--- config.mk ---
export PLATFORM = sky130hd
export DESIGN_NAME = wb_arbiter
export DESIGN_NICKNAME = d
export VERILOG_FILES = /design/src/rtl/wb_arbiter.sv
export SDC_FILE = /design/constraint.sdc
export NUM_CORES = 1
export LEC_CHECK = 0
export ABC_AREA = 1
export ABC_CLOCK_PERIOD_IN_PS = 10800
export CAP_MARGIN = 20
export CORE_AREA = 2 2 202 204
export DETAILED_ROUTE_END_ITERATION = 6
export DIE_AREA = 0 0 204 206
export GPL_TIMING_DRIVEN = 0
export PLACE_DENSITY_LB_ADDON = 0.2
export SYNTH_ARGS = -nofsm -noshare
export SYNTH_HDL_FRONTEND = slang
export SYNTH_SLANG_ARGS = --single-unit
--- constraint.sdc ---
create_clock -name clk -period 10.8 [get_ports clk]
set_clock_uncertainty 0.15 [all_clocks]
set_input_delay 2.7 -clock clk [delete_from_list [all_inputs] [get_ports clk]]
set_output_delay 2.7 -clock clk [all_outputs]
set_load 0.02 [all_outputs]
--- src/rtl/wb_arbiter.sv ---
// ---------------------------------------------------------------------------
// wb_arbiter
//   Six-requester round-robin arbiter feeding a single registered write-back
//   port. A requester is granted and accepted in the same cycle (req_ready is
//   combinational); the winning result appears on wb_* one cycle later.
//   Results targeting register 0 are accepted but never written back.
//
// Ports
//   clk        rising-edge clock for all state
//   rst_n      synchronous active-low reset
//   req_valid  per-requester result valid (bit i = requester i)
//   req_data   per-requester result, element i = requester i
//   req_rd     per-requester destination register index
//   req_ready  one-hot accept strobe to the granted requester (combinational)
//   wb_valid   registered write-back valid
//   wb_data    registered write-back data
//   wb_rd      registered write-back destination register
//   wb_sel     registered index of the requester that produced wb_data
//   wb_ready   downstream accepts wb_* this cycle
//   stall_cnt  saturating count of cycles with wb_valid=1 and wb_ready=0
// ---------------------------------------------------------------------------
module wb_arbiter #(
  parameter int unsigned DATA_W = 64,
  parameter int unsigned RD_W   = 5
) (
  input  logic                   clk,
  input  logic                   rst_n,
  input  logic [5:0]             req_valid,
  input  logic [5:0][DATA_W-1:0] req_data,
  input  logic [5:0][RD_W-1:0]   req_rd,
  output logic [5:0]             req_ready,
  output logic                   wb_valid,
  output logic [DATA_W-1:0]      wb_data,
  output logic [RD_W-1:0]        wb_rd,
  output logic [2:0]             wb_sel,
  input  logic                   wb_ready,
  output logic [15:0]            stall_cnt
);

  localparam int unsigned N_REQ = 6;
  localparam int unsigned SEL_W = 3;
  localparam int unsigned POS_W = 4;
  localparam int unsigned CNT_W = 16;

  logic [SEL_W-1:0] ptr;
  logic [SEL_W-1:0] ptr_nxt;
  logic [SEL_W-1:0] scan_idx;
  logic             scan_hit;
  logic [POS_W-1:0] pos;
  logic             load_en;
  logic             grant;
  logic             drop;
  logic             stall;

  // Output stage may load when empty or when its content is being consumed.
  assign load_en = !wb_valid || wb_ready;

  // Round-robin search: first valid requester starting at ptr, wrapping 5->0.
  always_comb begin
    scan_hit = 1'b0;
    scan_idx = '0;
    pos      = '0;
    for (int k = 0; k < int'(N_REQ); k++) begin
      pos = POS_W'({1'b0, ptr}) + POS_W'(k);
      if (pos >= POS_W'(N_REQ)) begin
        pos = pos - POS_W'(N_REQ);
      end
      if (!scan_hit && req_valid[pos[SEL_W-1:0]]) begin
        scan_hit = 1'b1;
        scan_idx = pos[SEL_W-1:0];
      end
    end
  end

  // A grant needs a valid requester, a free output stage, and no reset.
  assign grant = rst_n && load_en && scan_hit;

  assign req_ready = grant ? 6'(6'b1 << scan_idx) : 6'b0;

  // Priority moves just past the winner.
  assign ptr_nxt = (scan_idx == SEL_W'(N_REQ - 1)) ? '0 : scan_idx + SEL_W'(1);

  // Writes to register 0 are swallowed at the arbiter.
  assign drop = (req_rd[scan_idx] == '0);

  assign stall = wb_valid && !wb_ready;

  // Pointer and write-back register stage.
  always_ff @(posedge clk) begin
    if (!rst_n) begin
      ptr      <= '0;
      wb_valid <= 1'b0;
      wb_data  <= '0;
      wb_rd    <= '0;
      wb_sel   <= '0;
    end else if (load_en) begin
      if (grant) begin
        ptr <= ptr_nxt;
        if (drop) begin
          wb_valid <= 1'b0;
        end else begin
          wb_valid <= 1'b1;
          wb_data  <= req_data[scan_idx];
          wb_rd    <= req_rd[scan_idx];
          wb_sel   <= scan_idx;
        end
      end else begin
        wb_valid <= 1'b0;
      end
    end
  end

  // Back-pressure counter, saturating at all ones.
  always_ff @(posedge clk) begin
    if (!rst_n) begin
      stall_cnt <= '0;
    end else if (stall && (stall_cnt != '1)) begin
      stall_cnt <= stall_cnt + CNT_W'(1);
    end
  end

endmodule
==> impl_metrics.json <==
{
  "port_buffers": 516,
  "ant_nets": 0,
  "ys_ff_latch": 92,
  "clkTransAtPathRegs_ns": 0.08,
  "synth_mux_area_share_pct": 0,
  "finalSetupTns_ns": 0,
  "cts_hold_buf": 0,
  "vias_per_cell": 4.59,
  "die_area_sq_mm": 0.0420,
  "cts_tree": "yes",
  "drt_iter0_markers": 632,
  "synth_nets": 1834,
  "grt_pass1_wl_mm": 70.2,
  "die_y_um": 206,
  "grt_max_degree": 16,
  "vias": 11300,
  "crit_arrival_ns": 6.86,
  "io_pins": 518,
  "chipWidth_um": 204,
  "drc": 0,
  "fp-row-count": 74,
  "drive_above_1_share_pct": 5.02,
  "final_cell_area_sq_mm": 0.0139,
  "grt_pass1_vias": 10900,
  "synth_top_area_share_pct": 27.7,
  "yosys.area_share.simple_pct": 52.7,
  "grt_setup_unrepaired": "false",
  "cts_max_path_buffers": 2,
  "fin_crit_ns": 9.71,
  "cts_made_buffers": 9,
  "min_path_type": "flop to flop",
  "overflow": 0,
  "tightest_slew_ns": 0.872,
  "grt_use_total_pct": 22.5,
  "post-cts-setup-buffer-count": 0,
  "fmax_mhz": 103,
  "globalplace.congestion": 0.859,
  "antenna_found_initial": 2,
  "yosys_warnings": 0,
  "synthXorXnorAreaFrac_pct": 0.322,
  "synth_fa_ha_area_share_pct": 1.45,
  "synth.area.top_cells": "nand2_1, dfxtp_1, nand3_1",
  "synth_compound_area_share_pct": 12.0,
  "slew_viol_final": 0,
  "syn_inst": 1402,
  "cts_root_buffer": "clkbuf_16",
  "cts-resized-gates": 0,
  "worstSetupStartpointType": "input pin",
  "drv_cap": 0,
  "synth_top_family_by_area": "simple AND/OR/NAND/NOR gates",
  "syn_area_per_cell_sq_um": 5.55,
  "insertion_delay_ns": 0.35,
  "synth-seq-area-share_pct": 23.7,
  "nets": 2361,
  "cts_sinks": 92,
  "first_pass_iters": 7,
  "start_util_pct": 19.3,
  "min_period_over_period_pct": 89.9,
  "hold_violations": 0,
  "relSlewSlack_pct": 41.9,
  "area_growth_pct": 78.9,
  "endpoint_kind": "output pin",
  "avgRoutedWirePerCell_um": 20.2,
  "setup_viol": 0,
  "finalWirelength_mm": 49.9,
  "status": "completed",
  "worstPathMaxFanout": 10,
  "required_ns": 7.95,
  "synthDistinctLibCells": 38,
  "synth_area_leader_cell": "nand2_1",
  "dp_hpwl_mm": 39.7,
  "num-fill-cells": 4464,
  "htreeDepth": 3,
  "core_sq_mm": 0.0402,
  "place_area_sq_mm": 0.0136,
  "netlist_area_sq_mm": 0.00777,
  "worstSetupPathType": "input pin to output pin"
}
-- cell type report --
class	count	area, sq um	share of cell area (%)
inverters	65	244	1.75
diodes	1	2.50	0.0180
well taps	532	666	4.79
repair buffers	516	5160	37.1
clock inverters	5	58.8	0.423
clock buffers	11	243	1.75
flip-flops and latches	92	1840	13.2
multi-input cells	1145	5160	37.1
plain buffers	100	528	3.80
-- stage by stage --
step           hold slack [ns]  worst slack [ns]  util [%]  instances
6_report                 0.322              1.09      34.6       2467
5_1_grt                  0.343             0.720      34.6       2467
4_1_cts                  0.330             0.996      34.6       2466
3_5_place_dp             0.315              1.02      33.9       2450
2_1_floorplan            0.386              3.03         -       1402
3_3_place_gp             0.312              1.00      33.9       2450
-- critical path: stages --
cell and delay (ns):
clkdlybuf4s50_1 0.42, o21ai_1 0.27, nor2_1 0.07, nand2_1 0.08, and3_1 0.25, nand3_2 0.14, nor2_1 0.21, nand3_1 0.09
nand2_1 0.09, nand2_1 0.07, nor2_2 0.23, buf_2 0.38, clkbuf_1 0.70, nand2_1 0.20, nor2_1 0.24, clkdlybuf4s50_1 0.70
-- cells in the mapped netlist --
cell,instances
buf_1,13
o311a_1,1
or2_1,1
nand4_1,71
a31oi_2,1
or2_0,1
inv_1,58
and3_1,1
buf_2,38
buf_6,7
nor2_2,3
nand2_1,574
o21a_1,1
a21oi_2,1
nor2_1,105
nor4_1,4
clkinv_1,1
nand3_1,170
inv_2,6
nor3b_1,1
nor3_1,10
ha_1,9
dfxtp_1,92
a211oi_1,4
nand4_4,1
clkbuf_1,28
nand3b_1,3
o21ai_1,3
buf_4,14
a21boi_0,2
nand2_2,5
xor2_2,1
o21ai_0,15
a21oi_1,151
nand3_2,1
nor2_4,2
nand2_4,2
xor2_1,1
-- metal layers --
layer | GRT usage [%] | up-vias | wire, um
li1 | - | 5658 | -
met1 | 26.3 | 5259 | 20400
met2 | 42.3 | 385 | 25600
met3 | 4.56 | 31 | 3350
met4 | 4.01 | 0 | 590
met5 | 0 | - | 0
-- cells by family (layout without fill, tap and decap cells) --
group	count (synthesis)	in the layout
adders and majority gates	9	9
buffers and inverters	165	697
and+or+nand+nor	955	955
xor gates and xnor gates	2	2
other	0	1
DFF	92	92
AOI/OAI and AO/OA	179	179
-- layout by cell type, fill, tap and decap left out, types with 5 or more instances in the layout --
master,Yosys,final
buf_6,7,7
a21oi_1,151,151
buf_4,14,14
nand2_1,574,574
inv_1,58,58
clkbuf_16,0,9
nor2_1,105,105
nor3_1,10,10
dfxtp_1,92,92
ha_1,9,9
clkbuf_1,28,29
nand2_2,5,5
clkdlybuf4s50_1,0,516
inv_2,6,6
nand4_1,71,71
buf_1,13,13
buf_2,38,38
o21ai_0,15,15
nand3_1,170,170
-- worst paths after layout --
path                                    end                       from  slack (ns)  depth (start not counted)
hold / removal    stall_cnt[8]$_SDFFE_PN0P_  stall_cnt[8]$_SDFFE_PN0P_        0.32                          2
hold reg to reg   stall_cnt[8]$_SDFFE_PN0P_  stall_cnt[8]$_SDFFE_PN0P_        0.32                          2
setup reg to reg   wb_data[34]$_SDFFE_PN0P_        ptr[0]$_SDFFE_PN0P_        6.14                         25
setup / recovery               req_ready[1]               req_valid[4]        1.09                         16
-- state kept, by name, summed over array words and instances (netlist names) --
name	count
stall_cnt	16
wb_sel	3
wb_data	64
wb_rd	5
wb_valid	1
ptr	3
Power is not shown: default switching activity piles up to over one toggle a cycle in this logic, so the estimate is an artifact.
